===== src/rtl/lsu_mem_ctrl_pkg.sv =====
// Shared types for the load/store memory controller: opcodes, FSM states
// and the alignment helpers used when a request is accepted.
package lsu_mem_ctrl_pkg;

    typedef enum logic [2:0] {
        LSU_LB  = 3'd0,
        LSU_LH  = 3'd1,
        LSU_LW  = 3'd2,
        LSU_LBU = 3'd3,
        LSU_LHU = 3'd4,
        LSU_SB  = 3'd5,
        LSU_SH  = 3'd6,
        LSU_SW  = 3'd7
    } lsu_op_t;

    typedef enum logic [1:0] {
        IDLE = 2'd0,
        RD   = 2'd1,
        WR   = 2'd2,
        RESP = 2'd3
    } lsu_state_t;

    localparam int TMO_W = 8;

    function automatic logic is_misaligned(lsu_op_t op, logic [1:0] off);
        logic mis;
        mis = 1'b0;
        case (op)
            LSU_LH, LSU_LHU, LSU_SH: mis = off[0];
            LSU_LW, LSU_SW:          mis = (off != 2'b00);
            default:                 mis = 1'b0;
        endcase
        return mis;
    endfunction

    function automatic logic is_load(lsu_op_t op);
        return (op == LSU_LB) || (op == LSU_LH) || (op == LSU_LW) ||
               (op == LSU_LBU) || (op == LSU_LHU);
    endfunction

endpackage


===== src/rtl/lsu_mem_ctrl_if.sv =====
// Core request/response and data-memory bus of the load/store controller.
// Handshake: a request transfers on a rising clk edge where req_valid && req_ready;
// mem_req is held until the edge that samples mem_ack; rsp_valid is a single-cycle pulse.
interface lsu_mem_ctrl_if #(
    parameter int ADDR_W = 32,
    parameter int DATA_W = 32
);
    logic              req_valid;
    logic              req_ready;
    logic [2:0]        req_op;
    logic [ADDR_W-1:0] req_addr;
    logic [DATA_W-1:0] req_wdata;
    logic              rsp_valid;
    logic [DATA_W-1:0] rsp_data;
    logic              rsp_err;
    logic              mem_req;
    logic              mem_we;
    logic [ADDR_W-1:0] mem_addr;
    logic [DATA_W-1:0] mem_wdata;
    logic [DATA_W-1:0] mem_rdata;
    logic              mem_ack;

    modport master (
        input  req_valid, req_op, req_addr, req_wdata, mem_rdata, mem_ack,
        output req_ready, rsp_valid, rsp_data, rsp_err,
               mem_req, mem_we, mem_addr, mem_wdata
    );

    modport slave (
        output req_valid, req_op, req_addr, req_wdata, mem_rdata, mem_ack,
        input  req_ready, rsp_valid, rsp_data, rsp_err,
               mem_req, mem_we, mem_addr, mem_wdata
    );
endinterface


===== src/rtl/lsu_lane_align.sv =====
// Combinational byte-lane logic: extracts/extends load data from a memory word
// and merges sub-word store data into the word read back from memory.
module lsu_lane_align
    import lsu_mem_ctrl_pkg::*;
(
    input  lsu_op_t     op,
    input  logic [1:0]  off,
    input  logic [31:0] rdata,
    input  logic [31:0] wdata,
    output logic [31:0] load_data,
    output logic [31:0] store_word
);
    logic [7:0]  byte_sel;
    logic [15:0] half_sel;

    always_comb begin
        byte_sel = rdata[7:0];
        case (off)
            2'd0:    byte_sel = rdata[7:0];
            2'd1:    byte_sel = rdata[15:8];
            2'd2:    byte_sel = rdata[23:16];
            default: byte_sel = rdata[31:24];
        endcase
        half_sel = off[1] ? rdata[31:16] : rdata[15:0];

        load_data = rdata;
        case (op)
            LSU_LB:  load_data = {{24{byte_sel[7]}}, byte_sel};
            LSU_LBU: load_data = {24'h0, byte_sel};
            LSU_LH:  load_data = {{16{half_sel[15]}}, half_sel};
            LSU_LHU: load_data = {16'h0, half_sel};
            default: load_data = rdata;
        endcase

        store_word = wdata;
        case (op)
            LSU_SB: begin
                store_word = rdata;
                case (off)
                    2'd0:    store_word[7:0]   = wdata[7:0];
                    2'd1:    store_word[15:8]  = wdata[7:0];
                    2'd2:    store_word[23:16] = wdata[7:0];
                    default: store_word[31:24] = wdata[7:0];
                endcase
            end
            LSU_SH: begin
                store_word = rdata;
                if (off[1]) store_word[31:16] = wdata[15:0];
                else        store_word[15:0]  = wdata[15:0];
            end
            default: store_word = wdata;
        endcase
    end
endmodule


===== src/rtl/lsu_mem_ctrl.sv =====
// Load/store controller: sequences core requests onto a single-port word memory,
// doing read-modify-write for SB/SH and flagging misalignment and memory timeouts.
module lsu_mem_ctrl
    import lsu_mem_ctrl_pkg::*;
#(
    parameter int ADDR_W  = 32,
    parameter int DATA_W  = 32,
    parameter int TIMEOUT = 255
) (
    input  logic          clk,
    input  logic          rst_n,
    lsu_mem_ctrl_if.master bus,
    output lsu_state_t    dbg_state
);
    localparam logic [TMO_W-1:0] TMO_LAST = TMO_W'(TIMEOUT - 1);

    lsu_state_t        state_q, state_d;
    lsu_op_t           op_q, op_d;
    logic [1:0]        off_q, off_d;
    logic [DATA_W-1:0] wdata_q, wdata_d;
    logic [TMO_W-1:0]  cnt_q, cnt_d;
    logic [DATA_W-1:0] res_data_q, res_data_d;
    logic              res_err_q, res_err_d;
    logic              mem_req_q, mem_req_d;
    logic              mem_we_q, mem_we_d;
    logic [ADDR_W-1:0] mem_addr_q, mem_addr_d;
    logic [DATA_W-1:0] mem_wdata_q, mem_wdata_d;
    logic              rsp_valid_q;
    logic [DATA_W-1:0] rsp_data_q;
    logic              rsp_err_q;
    logic [DATA_W-1:0] ld_data, st_word;
    lsu_op_t           in_op;

    assign in_op = lsu_op_t'(bus.req_op);

    lsu_lane_align u_align (
        .op        (op_q),
        .off       (off_q),
        .rdata     (bus.mem_rdata),
        .wdata     (wdata_q),
        .load_data (ld_data),
        .store_word(st_word)
    );

    always_comb begin
        state_d     = state_q;
        op_d        = op_q;
        off_d       = off_q;
        wdata_d     = wdata_q;
        cnt_d       = cnt_q;
        res_data_d  = res_data_q;
        res_err_d   = res_err_q;
        mem_we_d    = mem_we_q;
        mem_addr_d  = mem_addr_q;
        mem_wdata_d = mem_wdata_q;
        case (state_q)
            IDLE: begin
                if (bus.req_valid) begin
                    op_d       = in_op;
                    off_d      = bus.req_addr[1:0];
                    wdata_d    = bus.req_wdata;
                    mem_addr_d = {bus.req_addr[ADDR_W-1:2], 2'b00};
                    res_data_d = '0;
                    res_err_d  = 1'b0;
                    cnt_d      = '0;
                    if (is_misaligned(in_op, bus.req_addr[1:0])) begin
                        res_err_d = 1'b1;
                        state_d   = RESP;
                    end else if (in_op == LSU_SW) begin
                        mem_we_d    = 1'b1;
                        mem_wdata_d = bus.req_wdata;
                        state_d     = WR;
                    end else begin
                        mem_we_d = 1'b0;
                        state_d  = RD;
                    end
                end
            end
            RD: begin
                if (bus.mem_ack) begin
                    if (is_load(op_q)) begin
                        res_data_d = ld_data;
                        state_d    = RESP;
                    end else begin
                        mem_wdata_d = st_word;
                        mem_we_d    = 1'b1;
                        cnt_d       = '0;
                        state_d     = WR;
                    end
                end else if (cnt_q == TMO_LAST) begin
                    res_err_d = 1'b1;
                    state_d   = RESP;
                end else begin
                    cnt_d = cnt_q + 1'b1;
                end
            end
            WR: begin
                // Ack is checked before the counter so a last-cycle ack still completes.
                if (bus.mem_ack) begin
                    state_d = RESP;
                end else if (cnt_q == TMO_LAST) begin
                    res_err_d = 1'b1;
                    state_d   = RESP;
                end else begin
                    cnt_d = cnt_q + 1'b1;
                end
            end
            default: begin
                mem_we_d = 1'b0;
                state_d  = IDLE;
            end
        endcase
        mem_req_d = (state_d == RD) || (state_d == WR);
    end

    always_ff @(posedge clk or negedge rst_n) begin
        if (!rst_n) begin
            state_q     <= IDLE;
            op_q        <= LSU_LB;
            off_q       <= 2'b00;
            wdata_q     <= '0;
            cnt_q       <= '0;
            res_data_q  <= '0;
            res_err_q   <= 1'b0;
            mem_req_q   <= 1'b0;
            mem_we_q    <= 1'b0;
            mem_addr_q  <= '0;
            mem_wdata_q <= '0;
            rsp_valid_q <= 1'b0;
            rsp_data_q  <= '0;
            rsp_err_q   <= 1'b0;
        end else begin
            state_q     <= state_d;
            op_q        <= op_d;
            off_q       <= off_d;
            wdata_q     <= wdata_d;
            cnt_q       <= cnt_d;
            res_data_q  <= res_data_d;
            res_err_q   <= res_err_d;
            mem_req_q   <= mem_req_d;
            mem_we_q    <= mem_we_d;
            mem_addr_q  <= mem_addr_d;
            mem_wdata_q <= mem_wdata_d;
            rsp_valid_q <= (state_q == RESP);
            rsp_data_q  <= (state_q == RESP) ? res_data_q : '0;
            rsp_err_q   <= (state_q == RESP) && res_err_q;
        end
    end

    assign bus.req_ready = (state_q == IDLE);
    assign bus.rsp_valid = rsp_valid_q;
    assign bus.rsp_data  = rsp_data_q;
    assign bus.rsp_err   = rsp_err_q;
    assign bus.mem_req   = mem_req_q;
    assign bus.mem_we    = mem_we_q;
    assign bus.mem_addr  = mem_addr_q;
    assign bus.mem_wdata = mem_wdata_q;
    assign dbg_state     = state_q;
endmodule


===== src/flat_wrapper.sv =====
// flat-port wrapper written by rule: the top's interface ports become plain ports
module lsu_mem_ctrl_flat import lsu_mem_ctrl_pkg::*;
#(
    parameter int ADDR_W  = 32,
    parameter int DATA_W  = 32,
    parameter int TIMEOUT = 255
)
  (clk, rst_n, dbg_state, bus_req_valid, bus_req_op, bus_req_addr, bus_req_wdata, bus_mem_rdata, bus_mem_ack, bus_req_ready, bus_rsp_valid, bus_rsp_data, bus_rsp_err, bus_mem_req, bus_mem_we, bus_mem_addr, bus_mem_wdata);
  lsu_mem_ctrl_if #(.ADDR_W(ADDR_W), .DATA_W(DATA_W)) bus_i ();
  input  logic clk;
  input  logic rst_n;
  output lsu_state_t dbg_state;
  input wire logic [$bits(bus_i.req_valid)-1:0] bus_req_valid;
  input wire logic [$bits(bus_i.req_op)-1:0] bus_req_op;
  input wire logic [$bits(bus_i.req_addr)-1:0] bus_req_addr;
  input wire logic [$bits(bus_i.req_wdata)-1:0] bus_req_wdata;
  input wire logic [$bits(bus_i.mem_rdata)-1:0] bus_mem_rdata;
  input wire logic [$bits(bus_i.mem_ack)-1:0] bus_mem_ack;
  output wire logic [$bits(bus_i.req_ready)-1:0] bus_req_ready;
  output wire logic [$bits(bus_i.rsp_valid)-1:0] bus_rsp_valid;
  output wire logic [$bits(bus_i.rsp_data)-1:0] bus_rsp_data;
  output wire logic [$bits(bus_i.rsp_err)-1:0] bus_rsp_err;
  output wire logic [$bits(bus_i.mem_req)-1:0] bus_mem_req;
  output wire logic [$bits(bus_i.mem_we)-1:0] bus_mem_we;
  output wire logic [$bits(bus_i.mem_addr)-1:0] bus_mem_addr;
  output wire logic [$bits(bus_i.mem_wdata)-1:0] bus_mem_wdata;
  assign bus_i.req_valid = bus_req_valid;
  assign bus_i.req_op = bus_req_op;
  assign bus_i.req_addr = bus_req_addr;
  assign bus_i.req_wdata = bus_req_wdata;
  assign bus_i.mem_rdata = bus_mem_rdata;
  assign bus_i.mem_ack = bus_mem_ack;
  assign bus_req_ready = bus_i.req_ready;
  assign bus_rsp_valid = bus_i.rsp_valid;
  assign bus_rsp_data = bus_i.rsp_data;
  assign bus_rsp_err = bus_i.rsp_err;
  assign bus_mem_req = bus_i.mem_req;
  assign bus_mem_we = bus_i.mem_we;
  assign bus_mem_addr = bus_i.mem_addr;
  assign bus_mem_wdata = bus_i.mem_wdata;
  lsu_mem_ctrl #(.ADDR_W(ADDR_W), .DATA_W(DATA_W), .TIMEOUT(TIMEOUT)) u_core (.clk(clk), .rst_n(rst_n), .bus(bus_i), .dbg_state(dbg_state));
endmodule

===== config.mk =====
export PLATFORM = sky130hd
export DESIGN_NAME = lsu_mem_ctrl_flat
export DESIGN_NICKNAME = d
export VERILOG_FILES = /design/src/rtl/lsu_mem_ctrl_pkg.sv /design/src/rtl/lsu_mem_ctrl_if.sv /design/src/rtl/lsu_lane_align.sv /design/src/rtl/lsu_mem_ctrl.sv /design/src/flat_wrapper.sv
export SDC_FILE = /design/constraint.sdc
export NUM_CORES = 1
export LEC_CHECK = 0
export BUFFER_PORTS_ARGS = -buffer_cell sky130_fd_sc_hd__buf_2
export CAP_MARGIN = 5
export CORE_MARGIN = 3
export CORE_UTILIZATION = 50
export CTS_CLUSTER_DIAMETER = 40
export CTS_CLUSTER_SIZE = 30
export DETAILED_ROUTE_END_ITERATION = 10
export PLACE_DENSITY = 0.81
export SYNTH_ARGS = -nofsm -noshare
export SYNTH_HDL_FRONTEND = slang
export SYNTH_SLANG_ARGS = --single-unit

===== constraint.sdc =====
create_clock -name clk -period 2.62 [get_ports clk]
set_clock_uncertainty 0.15 [all_clocks]
set_input_delay 0.262 -clock clk [delete_from_list [all_inputs] [get_ports clk]]
set_output_delay 0.262 -clock clk [all_outputs]
set_load 0.01 [all_outputs]

==> reports/metrics.yaml <==
timing:
  min_period_over_period: 0.937
  worstMarginPinSlew_ns: 0.966
  hold_violations: 0
  max_freq_mhz: 408
  rsz0062_at_grt: "no"
  slew_viol_final: 0
  tns_ns: 0
  slew_headroom: 0.356
  finalSetupViolCount: 0
  period_needed_ns: 2.45
drt:
  drtIter0Drc: 977
  drc: 0
  drt-pass1-iter-count: 6
  antenna_left: 0
  wl_mm: 27.8
  num_vias: 8368
  vias_per_cell: 5.96
  wl_per_cell_um: 19.8
clock_network:
  cts_buffer_depth: 2
  clockRootBuffer: "clkbuf_16"
  insertion_delay_ns: 0.43
  numCtsBuffers: 17
  tritoncts: "yes"
  cts.sink_count: 178
  path_clk_slew_ns: 0.07
  htree_levels: 4
  cts_setup_buffers: 0
yosys:
  syn_area_sq_um: 9280
  synth_ff_type: "dfrtp_1"
  yosysWarnings: 0
  ys_types: 68
  syn_area_per_cell_sq_um: 10.3
  synth_edf_count: 0
  ys_ff_latch: 178
  yosysSeqAreaShare: 0.480
  synthArstFlopShare: 1.00
  netlist_instances: 905
final_layout:
  nets: 1270
  multiInputGateArea_sq_um: 4330
  fillerInstances: 1349
  drive_above_1_share: 0.328
  final_area_sq_um: 11700
  area_growth_pct: 26.5
  register_area_sq_um: 4460
pwr:
  peakVddDrop_uv: 710
  cellLeakagePower_nw: 5.50
  power_density_nw_per_um2: 1210
setup_path:
  crit_fanout: 28
  startpoint_type: "flip-flop"
  max_stage_delay_ns: 0.43
  cp-end-kind: "flip-flop"
  slowest_stage: "dfrtp_1"
  worst_ep_arrival_time_ns: 2.64
  path_cells: "ha_1 -> inv_1 -> buf_4 -> or3_1 -> nor2_1 -> nand2_4 -> o21ai_0"
  cp.required_ns: 2.81
  worstSetupPathType: "flip-flop to flip-flop"
placed_design:
  dpl_cell_area_sq_um: 10500
  portBuffers: 203
  gp_congestion: 0.944
  hpwl_mm: 18.6
global_routing:
  antenna_found_initial: 2
  grt_pass1_wl_mm: 43.8
  grt_max_degree: 63
  grt_overflow: 0
  grt_use_total: 0.274
  grt_pass1_vias: 8085
die:
  fp.coreArea_sq_um: 18100
  start_util: 0.513
  dieArea_sq_um: 20200
  ios: 206
  row_count: 49
  die_width_um: 142
  die_h_um: 142
run_status:
  status: "complete, no violations"
worst_hold_path:
  hold_class: "input port to flip-flop"
run:
  max-cap-violations: 0
-- cell families after synthesis --
logic type               share of synthesized area
multiplexers                                 0.115
flip-flops                                   0.480
AND/OR/NAND/NOR                              0.130
buffers and inverters                       0.0547
AO/OA/AOI/OAI                                0.211
adder cells (fa/ha/maj)                    0.00943
other                                     0.000404
-- worst paths after layout --
kind / from / to / slack, ns / cells past startpoint
max: u_core.dbg_state[0]$_DFF_PN0_ / u_core.res_data_q[18]$_DFFE_PN0P_ / 0.17 / 7
min: bus_mem_rdata[31] / u_core.res_data_q[31]$_DFFE_PN0P_ / 0.02 / 3
max reg2reg: u_core.dbg_state[0]$_DFF_PN0_ / u_core.res_data_q[18]$_DFFE_PN0P_ / 0.17 / 7
min reg2reg: u_core.res_data_q[24]$_DFFE_PN0P_ / u_core.res_data_q[24]$_DFFE_PN0P_ / 0.32 / 2
min in group asynchronous: rst_n / u_core.bus.mem_addr[23]$_DFFE_PN0P_ / 0.22 / 2
max in group asynchronous: rst_n / u_core.bus.mem_addr[9]$_DFFE_PN0P_ / 1.31 / 3
-- power breakdown --
| part | internal (mW) | switching [mW] | total, mW | leakage (nW) |
|---|---|---|---|---|
| combinational | 2.92 | 4.06 | 6.98 | 2.97 |
| clock | 1.50 | 1.10 | 2.61 | 0.278 |
| sequential | 3.85 | 0.805 | 4.65 | 2.25 |
-- registers in the layout, summed over array words and instances (netlist names) --
register              count
u_core.res_data_q        32
u_core.bus.rsp_data      32
u_core.bus.mem_wdata     32
u_core.bus.mem_req        1
u_core.dbg_state          2
u_core.cnt_q              8
u_core.bus.mem_addr      30
u_core.bus.rsp_valid      1
u_core.bus.mem_we         1
u_core.res_err_q          1
u_core.bus.rsp_err        1
u_core.wdata_q           32
u_core.op_q               3
u_core.off_q              2
-- placed cells by master, fill, tap and decap left out, types with 17 or more instances in the layout --
master | netlist | final
buf_4 | 11 | 31
o21ai_1 | 54 | 54
a21oi_1 | 63 | 63
mux2_2 | 68 | 68
clkbuf_16 | 0 | 17
nor2_1 | 62 | 62
o21ai_0 | 66 | 66
dlygate4sd3_1 | 0 | 65
and2_1 | 34 | 34
nand2_1 | 73 | 72
buf_2 | 23 | 202
dfrtp_1 | 178 | 177
a211oi_1 | 18 | 18
inv_1 | 21 | 21
-- stage by stage --
step	power [mW]	hold WS (ns)	setup WS, ns	utilization	cells
floorplan	9.44	-0.184	0.409	-	906
global placement	11.1	0.130	0.309	0.580	1305
detailed placement	11.4	0.133	0.216	0.580	1305
CTS	14.1	0.00270	0.131	0.649	1400
global route	15.2	0.0337	0.0174	0.649	1402
finish	14.2	0.0247	0.166	0.649	1403
-- metal layers --
| layer | vias to the layer above | wire length (um) | track usage | share of wire |
|---|---|---|---|---|
| met4 | 0 | 948 | 0.0995 | 0.034 |
| met2 | 478 | 13500 | 0.444 | 0.49 |
| met3 | 88 | 2360 | 0.0568 | 0.085 |
| met5 | - | 0 | 0 | 0 |
| met1 | 4023 | 11000 | 0.367 | 0.39 |
| li1 | 3779 | - | - | - |
-- final cells by class --
type | instances | area share
sequential | 178 | 0.379
multi-input combinational | 637 | 0.369
antenna | 3 | 0.000639
tap | 229 | 0.0244
clock inverter | 11 | 0.0132
inverter | 23 | 0.00735
clock buffer | 19 | 0.0369
timing repair buffer | 303 | 0.169
-- timing repair --
| action | in CTS | in global routing |
|---|---|---|
| resized for setup | 0 | 1 |
| setup endpoints to repair | 0 | 2 |
| hold endpoints to repair | 146 | 0 |
| hold buffers | 65 | 0 |
-- cells in the mapped netlist, types with 3 or more instances --
| cell type | instances | area share |
|---|---|---|
| o21ai_1 | 54 | 0.029 |
| a211oi_1 | 18 | 0.015 |
| or2_2 | 4 | 0.0027 |
| a22oi_1 | 4 | 0.0032 |
| o21ai_0 | 66 | 0.036 |
| clkbuf_1 | 16 | 0.0065 |
| a32oi_1 | 5 | 0.0047 |
| buf_6 | 11 | 0.013 |
| and3_1 | 11 | 0.0074 |
| buf_1 | 4 | 0.0016 |
| and2_1 | 34 | 0.023 |
| nor2_1 | 62 | 0.025 |
| o221ai_1 | 16 | 0.015 |
| a221oi_1 | 8 | 0.0075 |
| a22o_1 | 3 | 0.0028 |
| mux4_2 | 8 | 0.019 |
| a32o_1 | 15 | 0.016 |
| nand3_1 | 16 | 0.0086 |
| nand2_1 | 73 | 0.030 |
| buf_2 | 23 | 0.012 |
| ha_1 | 7 | 0.0094 |
| buf_4 | 11 | 0.0089 |
| a21oi_1 | 63 | 0.034 |
| a21o_1 | 4 | 0.0032 |
| a2bb2oi_1 | 8 | 0.0075 |
| mux2_2 | 68 | 0.082 |
| mux2i_1 | 12 | 0.013 |
| o21ai_2 | 14 | 0.013 |
| nor2b_1 | 10 | 0.0067 |
| inv_1 | 21 | 0.0085 |
| dfrtp_1 | 178 | 0.48 |
| nand2b_1 | 12 | 0.0081 |
-- critical path, delay by kind of cell (launching register included) --
| kind | cells | cell delay [ns] |
|---|---|---|
| adder cells (fa/ha/maj) | 1 | 0.31 |
| AO/OA/AOI/OAI | 1 | 0.29 |
| AND/OR/NAND/NOR | 3 | 0.80 |
| flip-flops | 1 | 0.43 |
| buffers and inverters | 2 | 0.36 |
Note: power is estimated with default switching activity, not from simulation.
